--- src/rtl/pwm_deadtime_gen.sv ---
// pwm_deadtime_gen
// Compares the carrier against a shadowed compare value and drives a
// complementary high/low gate pair with a programmable dead-time gap.
// A trip input forces both outputs off and is latched until enable drops.
//
// state   | meaning
// --------+------------------------------------------------------------
// OFF     | both outputs low; waits for enable with no latched trip
// DT_H    | dead-time gap, both low; heading toward the high side
// H_ON    | high-side gate on
// DT_L    | dead-time gap, both low; heading toward the low side
// L_ON    | low-side gate on
//
// A gap exits to whichever side the reference asks for when the count
// expires, so a DT_H interval may end in L_ON if the duty moved meanwhile.
module pwm_deadtime_gen #(
    parameter int WIDTH = 16
) (
    input  logic             clk,
    input  logic             reset_n,
    input  logic [WIDTH-1:0] carrier,
    input  logic             mask_event,
    input  logic [WIDTH-1:0] compare,
    input  logic [WIDTH-1:0] dead_time,
    input  logic             enable,
    input  logic             trip,
    output logic             pwm_h,
    output logic             pwm_l,
    output logic [WIDTH-1:0] cmp_active,
    output logic             tripped
);

    localparam logic [2:0] ST_OFF  = 3'd0;
    localparam logic [2:0] ST_DT_H = 3'd1;
    localparam logic [2:0] ST_H_ON = 3'd2;
    localparam logic [2:0] ST_DT_L = 3'd3;
    localparam logic [2:0] ST_L_ON = 3'd4;

    logic [2:0]       r_state;
    logic [2:0]       w_state_nxt;
    logic [WIDTH-1:0] r_cnt;
    logic [WIDTH-1:0] w_cnt_nxt;
    logic [WIDTH-1:0] r_cmp;
    logic             r_ref_q;
    logic             r_tripped;
    logic             w_tripped_nxt;
    logic             w_dt_zero;
    logic [WIDTH-1:0] w_dt_load;

    // The counter holds "remaining gap cycles minus one", so a load of
    // dead_time-1 yields exactly dead_time cycles with both outputs low.
    assign w_dt_zero = (dead_time == '0);
    assign w_dt_load = dead_time - WIDTH'(1);

    // Shadow compare: only reloads on the carrier generator's strobe.
    always_ff @(posedge clk or negedge reset_n) begin
        if (!reset_n) begin
            r_cmp <= '0;
        end else if (mask_event) begin
            r_cmp <= compare;
        end
    end

    // Registered reference: high while the carrier is below the shadow.
    always_ff @(posedge clk or negedge reset_n) begin
        if (!reset_n) begin
            r_ref_q <= 1'b0;
        end else begin
            r_ref_q <= (carrier < r_cmp);
        end
    end

    // Next-state logic: trip beats enable, enable beats normal sequencing.
    always_comb begin
        w_state_nxt   = r_state;
        w_cnt_nxt     = r_cnt;
        w_tripped_nxt = r_tripped;
        if (trip) begin
            w_tripped_nxt = 1'b1;
            w_state_nxt   = ST_OFF;
            w_cnt_nxt     = '0;
        end else if (!enable) begin
            w_tripped_nxt = 1'b0;
            w_state_nxt   = ST_OFF;
            w_cnt_nxt     = '0;
        end else begin
            case (r_state)
                ST_OFF: begin
                    if (!r_tripped) begin
                        if (w_dt_zero) begin
                            w_state_nxt = r_ref_q ? ST_H_ON : ST_L_ON;
                        end else begin
                            w_state_nxt = r_ref_q ? ST_DT_H : ST_DT_L;
                            w_cnt_nxt   = w_dt_load;
                        end
                    end
                end
                ST_H_ON: begin
                    if (!r_ref_q) begin
                        if (w_dt_zero) begin
                            w_state_nxt = ST_L_ON;
                        end else begin
                            w_state_nxt = ST_DT_L;
                            w_cnt_nxt   = w_dt_load;
                        end
                    end
                end
                ST_L_ON: begin
                    if (r_ref_q) begin
                        if (w_dt_zero) begin
                            w_state_nxt = ST_H_ON;
                        end else begin
                            w_state_nxt = ST_DT_H;
                            w_cnt_nxt   = w_dt_load;
                        end
                    end
                end
                ST_DT_H, ST_DT_L: begin
                    if (r_cnt == '0) begin
                        w_state_nxt = r_ref_q ? ST_H_ON : ST_L_ON;
                    end else begin
                        w_cnt_nxt = r_cnt - WIDTH'(1);
                    end
                end
                default: begin
                    w_state_nxt = ST_OFF;
                    w_cnt_nxt   = '0;
                end
            endcase
        end
    end

    // State, dead-time counter and sticky trip flag.
    always_ff @(posedge clk or negedge reset_n) begin
        if (!reset_n) begin
            r_state   <= ST_OFF;
            r_cnt     <= '0;
            r_tripped <= 1'b0;
        end else begin
            r_state   <= w_state_nxt;
            r_cnt     <= w_cnt_nxt;
            r_tripped <= w_tripped_nxt;
        end
    end

    // Moore outputs straight from the state register, so reset clears
    // them asynchronously and they can never be high together.
    assign pwm_h      = (r_state == ST_H_ON);
    assign pwm_l      = (r_state == ST_L_ON);
    assign cmp_active = r_cmp;
    assign tripped    = r_tripped;

endmodule
--- config.mk ---
export PLATFORM = sky130hd
export DESIGN_NAME = pwm_deadtime_gen
export DESIGN_NICKNAME = d
export VERILOG_FILES = /design/src/rtl/pwm_deadtime_gen.sv
export SDC_FILE = /design/constraint.sdc
export NUM_CORES = 1
export LEC_CHECK = 0
export ABC_CLOCK_PERIOD_IN_PS = 2600
export BUFFER_PORTS_ARGS = -buffer_cell sky130_fd_sc_hd__buf_4
export CAP_MARGIN = 0
export CORE_MARGIN = 2
export CORE_UTILIZATION = 48
export CTS_CLUSTER_SIZE = 40
export DETAILED_ROUTE_END_ITERATION = 8
export GPL_TIMING_DRIVEN = 0
export PLACE_DENSITY = 0.8
export SLEW_MARGIN = 25
export SYNTH_ARGS = -nofsm -noshare
export SYNTH_HDL_FRONTEND = slang
export SYNTH_SLANG_ARGS = --single-unit
--- constraint.sdc ---
create_clock -name clk -period 2.6 [get_ports clk]
set_input_delay 0.39 -clock clk [delete_from_list [all_inputs] [get_ports clk]]
set_output_delay 0.39 -clock clk [all_outputs]
set_load 0.01 [all_outputs]
==> results of run 1 <==
-- flip-flops by register name (all words and copies together) (netlist names) --
name,cells
r_cnt,16
cmp_active,16
tripped,1
r_ref_q,1
r_state,3
-- cells in the mapped netlist (8+ instances only) --
cell	n
o21ai_0	25
clkbuf_1	13
mux2i_1	12
nor2_1	22
nor4_1	9
ha_1	17
inv_1	24
nand2_1	46
a21oi_1	13
nor3_1	8
dfrtp_1	37
a21o_1	12
-- worst max-delay path by stage --
stage	from	endpoint	slack [ns]	cells past startpoint
4_1_cts	r_state[2]$_DFFE_PN0P_	r_cnt[10]$_DFFE_PN0P_	-0.005	11
2_1_floorplan	r_state[2]$_DFFE_PN0P_	r_cnt[12]$_DFFE_PN0P_	0.1	10
5_1_grt	r_state[2]$_DFFE_PN0P_	r_cnt[6]$_DFFE_PN0P_	-0.009	12
6_report	r_state[2]$_DFFE_PN0P_	r_cnt[12]$_DFFE_PN0P_	0.11	11
3_3_place_gp	r_state[2]$_DFFE_PN0P_	r_cnt[12]$_DFFE_PN0P_	-0.35	10
3_5_place_dp	r_state[2]$_DFFE_PN0P_	r_cnt[12]$_DFFE_PN0P_	-0.38	10
-- layout make-up --
| type | count | area [µm²] | area share (%) |
|---|---|---|---|
| multi-input cells | 251 | 1748 | 47.45 |
| flip-flops and latches | 37 | 925.9 | 25.14 |
| repair buffers | 81 | 608.1 | 16.51 |
| plain buffers | 17 | 105.1 | 2.853 |
| inverters | 24 | 90.09 | 2.446 |
| well taps | 72 | 90.09 | 2.446 |
| clock buffers | 7 | 86.33 | 2.344 |
| clock inverters | 1 | 30.03 | 0.8152 |
-- worst register-to-register path: cells and delay by family, from the launching register on --
kind            cells  cell delay, ns
buf+inv             4            0.57
flops               1            0.40
mux                 1            0.19
simple gates        2            0.53
compound gates      3            0.48
fa+ha+maj           1            0.23
-- layer usage --
| metal | routed length [µm] | GRT usage, % |
|---|---|---|
| met1 | 3535 | 34.82 |
| met5 | 0 | 0 |
| met2 | 4132 | 46.50 |
| met4 | 219 | 9.492 |
| met3 | 690 | 4.719 |
-- metrics by stage --
step | std cells | setup WS, ns
4_1_cts | 484 | -0.004726
5_1_grt | 490 | -0.008562
2_1_floorplan | 330 | 0.09547
3_5_place_dp | 473 | -0.3754
3_3_place_gp | 473 | -0.3473
6_report | 490 | 0.1138
-- layout by cell type (no fill, tap or decap), types with 5 or more instances in the layout --
| cell type | count |
|---|---|
| buf_4 | 82 |
| nand2_1 | 46 |
| dfrtp_1 | 37 |
| o21ai_0 | 25 |
| inv_1 | 24 |
| nor2_1 | 22 |
| ha_1 | 16 |
| mux2i_1 | 12 |
| a21o_1 | 12 |
| a21oi_1 | 12 |
| clkbuf_1 | 10 |
| nor4_1 | 8 |
| o211ai_1 | 7 |
| nand4_1 | 6 |
| o31ai_1 | 6 |
| clkbuf_8 | 6 |
| nor3_1 | 5 |
| a211oi_1 | 5 |
-- cell families (layout without fill, tap and decap cells) --
| family | count (synthesis) | after routing | share of synthesized area (%) |
|---|---|---|---|
| AND/OR/NAND/NOR | 118 | 118 | 21.29 |
| AO/OA/AOI/OAI | 95 | 95 | 23.66 |
| buffers and inverters | 42 | 130 | 6.116 |
| flip-flops | 37 | 37 | 33.04 |
| multiplexers | 18 | 18 | 7.366 |
| adder cells (fa/ha/maj) | 17 | 17 | 7.589 |
| XOR/XNOR | 3 | 3 | 0.9377 |
-- power breakdown --
part	internal [W]	total [W]	switching (W)
Sequential	0.000623	0.000670	0.0000468
Clock	0.000313	0.000534	0.000221
Combinational	0.000269	0.000579	0.000310
Total	0.00121	0.00178	0.000577
-- what timing repair did --
item | CTS | global route
pin swaps | 1 | 1
endpoints found under the setup margin | 5 | 11
gates resized for setup | 10 | 7
gates cloned | 0 | 0
buffers inserted | 3 | 7
==> reports/metrics.yaml, run 1 <==
start_util_pct: 50.28
num_vias: 2995
fin_area_um2: 3684
synth-edff-count: 0
synth_cells: 330
holdCritPathClass: "in2async"
critPathTopFamily: "buffers and inverters"
drtPass1Iterations: 7
detail_route.wl_per_cell_um: 17.51
setup_viol: 0
powerDensity_nw_per_um2: 483.9
cp_common_cell: "buf_8"
drt-total-wl_um: 8578
finalCritPeriodShare_pct: 95.62
worstPathRequired_ns: 2.79
fin_util_pct: 66.08
drt_iter0_markers: 392
syn_to_final_growth_pct: 31.43
slew_viol_final: 0
syn_avg_cell_area_um2: 8.493
synth_nets: 400
fin_nets: 487
fmax_mhz: 402.2
relSlewSlack_pct: 58.56
insertion_delay_ns: 0.30
grt_pass1_wl_um: 13660
grt_pass1_vias: 2814
grtUsageTotal_pct: 27.31
total_leakage_power_nw: 1.755
r2r_slack_ns: 0.11
cp_slowest_cell: "dfrtp_1"
io_pins: 72
fin_hold_ws_ns: 0.05282
maxCapViolations: 0
yosys-top-cells-area: "dfrtp_1, ha_1, nand2_1"
timing.rr.end: "r_cnt[12]$_DFFE_PN0P_"
yosysSeqAreaShare_pct: 33.04
status: "finished, final reports clean"
rows: 27
portBuffers: 71
die_area_um2: 6466
coreArea_um2: 5574
finalHoldViolations: 0
clkTransAtPathRegs_ns: 0.08
hpwl_um: 6171
cp_max_fo: 10
clock_skew_ns: 0.01470
synth_area_um2: 2803
drive_above_1_share_pct: 27.75
cts_tree: "yes"
drc: 0
r2r_cells: 11
arrival_ns: 2.68
slowest_delay_ns: 0.40
placed_area_um2: 3428
start_kind: "flip-flop"
endpoint_kind: "flip-flop"
synth_seq_cells: 37
yosys_warnings: 0
cts-root-buf: "clkbuf_8"
diodes: 0
gp_congestion: 0.9612
tns_ns: 0
final_antenna_net_count: 0
die_x_um: 80.41
numCtsBuffers: 5
via_per_inst: 6.112
worstSetupPathType: "reg2reg"
power.total_w: 0.001782
period_minus_slack_ns: 2.486
synth_flop_cell: "dfrtp_1"
async_reset_ff_share_pct: 100.0
cts.path.max_buffers: 2
peakVddDrop_mv: 0.2566
crit_buf_inv: 4
grt_max_degree: 38
die_height_um: 80.41
synthDistinctLibCells: 61
cts_hold_buf: 0
fill_cells: 460
htreeDepth: 2
overflow: 0
clock-sinks: 37
antenna_found_initial: 0
crit_chain: "and2b_4, buf_8, buf_8, buf_8, mux2i_1, ha_2, o211ai_1, buf_4, nor4_4, o21ai_1, a32o_1"
synth_area_leader_cell: "dfrtp_1"
tightest_slew_ns: 0.6215
synth_top_area_share_pct: 33.04
reg2reg_from: "r_state[2]$_DFFE_PN0P_"
Power figures use the tool's default switching activity.
==> run 2, diff against run 1 <==
- CTS_BUF_LIST: not set -> sky130_fd_sc_hd__clkbuf_4 sky130_fd_sc_hd__clkbuf_8 sky130_fd_sc_hd__clkbuf_16
==> run 2 against run 1 <==
  * Clock power up 3%
  * Critical endpoint unchanged
  * Power up 0.88%
  * Largest cell class unchanged
  * Clock-buffer cell count unchanged
  * Maximum frequency about the same
==> reports/metrics.yaml, run 2 (synthesis results as in run 1) <==
busiest_layer: "met2"
placed_area_um2: 3428
antenna_found_initial: 0
die_area_um2: 6466
gp_congestion: 0.9612
die_x_um: 80.41
start_util_pct: 50.28
cts_hold_buf: 0
crit_buf_inv: 4
met2_usage_pct: 46.33
fill_cells: 459
drtPass1Iterations: 6
final_common_cell: "buf_4"
fin_cells: 490
endpoint_kind: "flip-flop"
portBuffers: 71
worstPathRequired_ns: 2.79
gr-usage-met3_pct: 4.719
finalCritPeriodShare_pct: 95.67
intPower_w: 0.001216
diodes: 0
drc: 0
cp_common_cell: "buf_8"
cts.path.max_buffers: 2
fmax_mhz: 402.0
clkPwrFrac_pct: 30.5
drt_iter0_markers: 395
slew_viol_final: 0
switching_power_w: 0.0005823
tightest_slew_ns: 0.6028
coreArea_um2: 5574
clock_skew_ns: 0.01642
numCtsBuffers: 5
cts-root-buf: "clkbuf_8"
drive_above_1_share_pct: 27.99
maxCapViolations: 0
fin_area_um2: 3687
relSlewSlack_pct: 59.81
insertion_delay_ns: 0.30
hpwl_um: 6171
io_pins: 72
powerDensity_nw_per_um2: 487.6
use_met1_pct: 35.03
final_antenna_net_count: 0
status: "finished, final reports clean"
multi_input_area_um2: 1748
drt-total-wl_um: 8632
rows: 27
period_minus_slack_ns: 2.488
power_switching_share_pct: 32.39
total_leakage_power_nw: 1.758
holdCritPathClass: "in2async"
overflow: 0
final_cell_mix: "buf_4, nand2_1, dfrtp_1, o21ai_0, inv_1"
setup_viol: 0
grtUsageTotal_pct: 27.34
detail_route.wl_per_cell_um: 17.62
grt_max_degree: 38
comb_power_share_pct: 32.2
grt_pass1_vias: 2818
peakVddDrop_mv: 0.2575
seqCellArea_um2: 925.9
start_kind: "flip-flop"
crit_chain: "and2b_4, buf_8, buf_8, buf_8, mux2i_1, ha_2, o211ai_1, buf_4, nor4_4, o21ai_1, a32o_1"
die_height_um: 80.41
num_vias: 3023
syn_to_final_growth_pct: 31.56
critPathTopFamily: "buffers and inverters"
setup_slack_ns: 0.1125
cts_tree: "yes"
fin_nets: 487
cp_slowest_cell: "dfrtp_1"
cp_max_fo: 10
clkTransAtPathRegs_ns: 0.09
finalHoldViolations: 0
slowest_delay_ns: 0.40
place_ws_ns: -0.3754
htreeDepth: 2
grt_pass1_wl_um: 13670
dpl.cell_count: 473
worstSetupPathType: "reg2reg"
pwr-share-seq_pct: 37.3
via_per_inst: 6.169
arrival_ns: 2.68
clock-sinks: 37
[run 2: cell counts in the layout (fill, tap and decap cells not counted)]
No cell type changed its count.
[run 2: final cells by class]
type                    instances  area share [%]
repair buffers                 81           16.49
well taps                      72           2.443
multi-input cells             251           47.40
clock buffers                   7           2.443
clock inverters                 1          0.8144
plain buffers                  17           2.850
flip-flops and latches         37           25.11
inverters                      24           2.443
[run 2: stage by stage]
step | total power, W | TNS [ns] | hold WS [ns] | utilization, %
finish | 0.001798 | 0 | 0.04924 | 66.15
global route | 0.001878 | -0.008562 | 0.08897 | 66.15
floorplan | 0.0009892 | 0 | 0.09441 | -
detailed placement | 0.001206 | -1.433 | 0.3863 | 61.50
global placement | 0.001193 | -1.281 | 0.3844 | 61.50
CTS | 0.001766 | -0.004726 | 0.06336 | 64.94
[run 2: path summary, 6_finish.rpt]
check | startpoint | end | slack [ns] | cells past startpoint
worst min register to register | r_cnt[15]$_DFFE_PN0P_ | r_cnt[15]$_DFFE_PN0P_ | 0.55 | 1
worst min-delay path | reset_n | cmp_active[0]$_DFFE_PN0P_ | 0.05 | 1
max in group asynchronous | reset_n | r_cnt[5]$_DFFE_PN0P_ | 2.20 | 1
min in group clk | trip | tripped$_DFFE_PN0N_ | 0.29 | 2
worst max-delay path | r_state[2]$_DFFE_PN0P_ | r_cnt[12]$_DFFE_PN0P_ | 0.11 | 11
worst max register to register | r_state[2]$_DFFE_PN0P_ | r_cnt[12]$_DFFE_PN0P_ | 0.11 | 11
[run 2: power by group through the flow]
stage | Combinational, W | Sequential, W | Clock, W
2_1_floorplan | 0.000310 | 0.000679 | 0
3_3_place_gp | 0.000517 | 0.000676 | 0
3_5_place_dp | 0.000528 | 0.000677 | 0
4_1_cts | 0.000549 | 0.000668 | 0.000549
5_1_grt | 0.000630 | 0.000676 | 0.000572
6_report | 0.000580 | 0.000670 | 0.000548
[run 2: per-layer routing]
layer / vias to the layer above / wire length [µm]
met5: - / 0
li1: 1378 / -
met2: 189 / 4101
met1: 1415 / 3482
met3: 41 / 769
met4: 0 / 278
[run 2: what timing repair did]
item,in CTS,in global routing
resized for setup,10,7
setup endpoints to repair,5,11
pin swaps,1,1
hold endpoints to repair,0,0
buffers inserted,3,7
==> run 3, diff against run 2 <==
- CELL_PAD_IN_SITES_DETAIL_PLACEMENT: not set -> 0
- CELL_PAD_IN_SITES_GLOBAL_PLACEMENT: not set -> 1
- CORE_UTILIZATION: 48 -> 36
- PLACE_DENSITY: 0.8 -> 0.82
==> run 3 against run 2 <==
  * First-iteration DRC count fell by 48%
  * Power fell by 2.1%
  * Final area rose by 0.24%
==> reports/metrics.yaml, run 3 (synthesis results as in run 1) <==
pwr-share-seq_pct: 38.1
arrival_ns: 2.72
grt_pass1_wl_um: 13570
fill_cells: 753
dpl.cell_count: 503
switching_power_w: 0.0005847
rsz0062_at_grt: "false"
cts_hold_buf: 0
num_vias: 2858
antenna_found_initial: 0
gp_congestion: 0.9264
drc: 0
reg2reg_from: "r_state[2]$_DFFE_PN0P_"
power_switching_share_pct: 33.22
drt-total-wl_um: 8453
drt_iter0_markers: 204
holdCritPathClass: "in2async"
die_x_um: 92.24
place_ws_ns: -0.4960
syn_to_final_growth_pct: 31.87
slew_viol_final: 0
cts-root-buf: "clkbuf_8"
clock_skew_ns: 0.007420
fin_nets: 482
status: "finished, final reports clean"
peakVddDrop_mv: 0.2221
maxCapViolations: 0
comb_power_share_pct: 32.2
cp_max_fo: 10
detail_route.wl_per_cell_um: 16.41
crit_buf_inv: 3
worstPathRequired_ns: 2.81
endpoint_kind: "flip-flop"
finalCritPeriodShare_pct: 96.75
drtPass1Iterations: 5
start_kind: "flip-flop"
clkPwrFrac_pct: 29.7
grt_max_degree: 38
cts.path.max_buffers: 2
overflow: 0
grtUsageTotal_pct: 20.16
clkTransAtPathRegs_ns: 0.09
fin_area_um2: 3696
drive_above_1_share_pct: 26.88
worstSetupPathType: "reg2reg"
slowest_delay_ns: 0.39
htreeDepth: 2
crit_chain: "and2b_4, buf_8, clkbuf_16, buf_12, mux2i_1, ha_2, o21ai_0, a21oi_2, nand4_1, a211o_1, o221ai_1"
die_area_um2: 8507
cp.depth: 11
fmax_mhz: 397.5
powerDensity_nw_per_um2: 476.1
r2r_slack_ns: 0.08
hpwl_um: 6261
portBuffers: 71
r2r_cells: 11
relSlewSlack_pct: 57.94
multi_input_area_um2: 1748
fin_cells: 515
clock-sinks: 37
cts_tree: "yes"
cp_slowest_cell: "dfrtp_1"
final_common_cell: "buf_4"
die_height_um: 92.24
crit_end: "r_cnt[14]$_DFFE_PN0P_"
critPathTopFamily: "compound AO/OA/AOI/OAI gates"
diodes: 0
placed_area_um2: 3466
rows: 32
tns_ns: 0
io_pins: 72
total_leakage_power_nw: 1.727
finalHoldViolations: 0
period_minus_slack_ns: 2.515
setup_viol: 0
via_per_inst: 5.550
coreArea_um2: 7647
start_util_pct: 36.65
intPower_w: 0.001175
crit_start: "r_state[2]$_DFFE_PN0P_"
final_cell_mix: "buf_4, nand2_1, dfrtp_1, o21ai_0, inv_1"
seqCellArea_um2: 925.9
insertion_delay_ns: 0.29
timing.rr.end: "r_cnt[14]$_DFFE_PN0P_"
fin_hold_ws_ns: 0.05959
final_antenna_net_count: 0
setup_slack_ns: 0.08451
numCtsBuffers: 5
grt_pass1_vias: 2777
tightest_slew_ns: 0.6309
## run 3: cell types whose count changed in the layout (fill, tap and decap cells not counted), sizes merged
cell	change
buf	-6
clkinvlp	+1
clkinv	+1
clkbuf	-1
## run 3: worst min-delay path by stage
stage / startpoint / to / depth (start not counted)
2_1_floorplan: reset_n / cmp_active[0]$_DFFE_PN0P_ / 0
3_3_place_gp: reset_n / r_cnt[13]$_DFFE_PN0P_ / 1
3_5_place_dp: reset_n / r_cnt[13]$_DFFE_PN0P_ / 1
4_1_cts: reset_n / r_cnt[13]$_DFFE_PN0P_ / 1
5_1_grt: reset_n / r_cnt[13]$_DFFE_PN0P_ / 1
6_report: reset_n / r_cnt[10]$_DFFE_PN0P_ / 1
## run 3: final cells by class
type	count	area share, %
buffer	17	3.216
timing repair buffer	76	15.44
clock inverter	3	1.253
inverter	24	2.437
sequential	37	25.05
clock buffer	5	1.862
tap	102	3.453
multi-input combinational	251	47.29
## run 3: repair_timing
action / CTS / global route
pin swaps: 2 / 4
setup buffers: 4 / 1
cloned: 0 / 0
endpoints found under the setup margin: 7 / 11
resized for setup: 13 / 3
## run 3: worst register-to-register path: stages, from the launching register on
cell	delay, ns
dfrtp_1	0.39
and2b_4	0.27
buf_8	0.10
clkbuf_16	0.15
buf_12	0.14
mux2i_1	0.20
ha_2	0.23
o21ai_0	0.11
a21oi_2	0.19
nand4_1	0.20
a211o_1	0.28
o221ai_1	0.18
## run 3: metrics by stage
stage | utilization, % | power, W
after floorplan | - | 0.0009892
after CTS | 48.12 | 0.001765
after detailed placement | 45.32 | 0.001211
after global routing | 48.33 | 0.001857
final | 48.33 | 0.001760
after global placement | 45.32 | 0.001206
## run 3: power by group through the flow
stage	logic, W	clock network (W)	registers [W]
2_1_floorplan	0.000310	0	0.000679
3_3_place_gp	0.000528	0	0.000678
3_5_place_dp	0.000532	0	0.000679
4_1_cts	0.000559	0.000537	0.000669
5_1_grt	0.000623	0.000558	0.000676
6_report	0.000566	0.000523	0.000670
## run 3: routing by layer
metal | GRT usage (%) | routed length [µm] | vias to the layer above | part of all wire (%)
li1 | - | - | 1362 | -
met1 | 25.96 | 3664 | 1346 | 43
met2 | 33.46 | 3903 | 133 | 46
met3 | 4.766 | 729 | 17 | 8.6
met4 | 6.343 | 155 | 0 | 1.8
met5 | 0 | 0 | - | 0
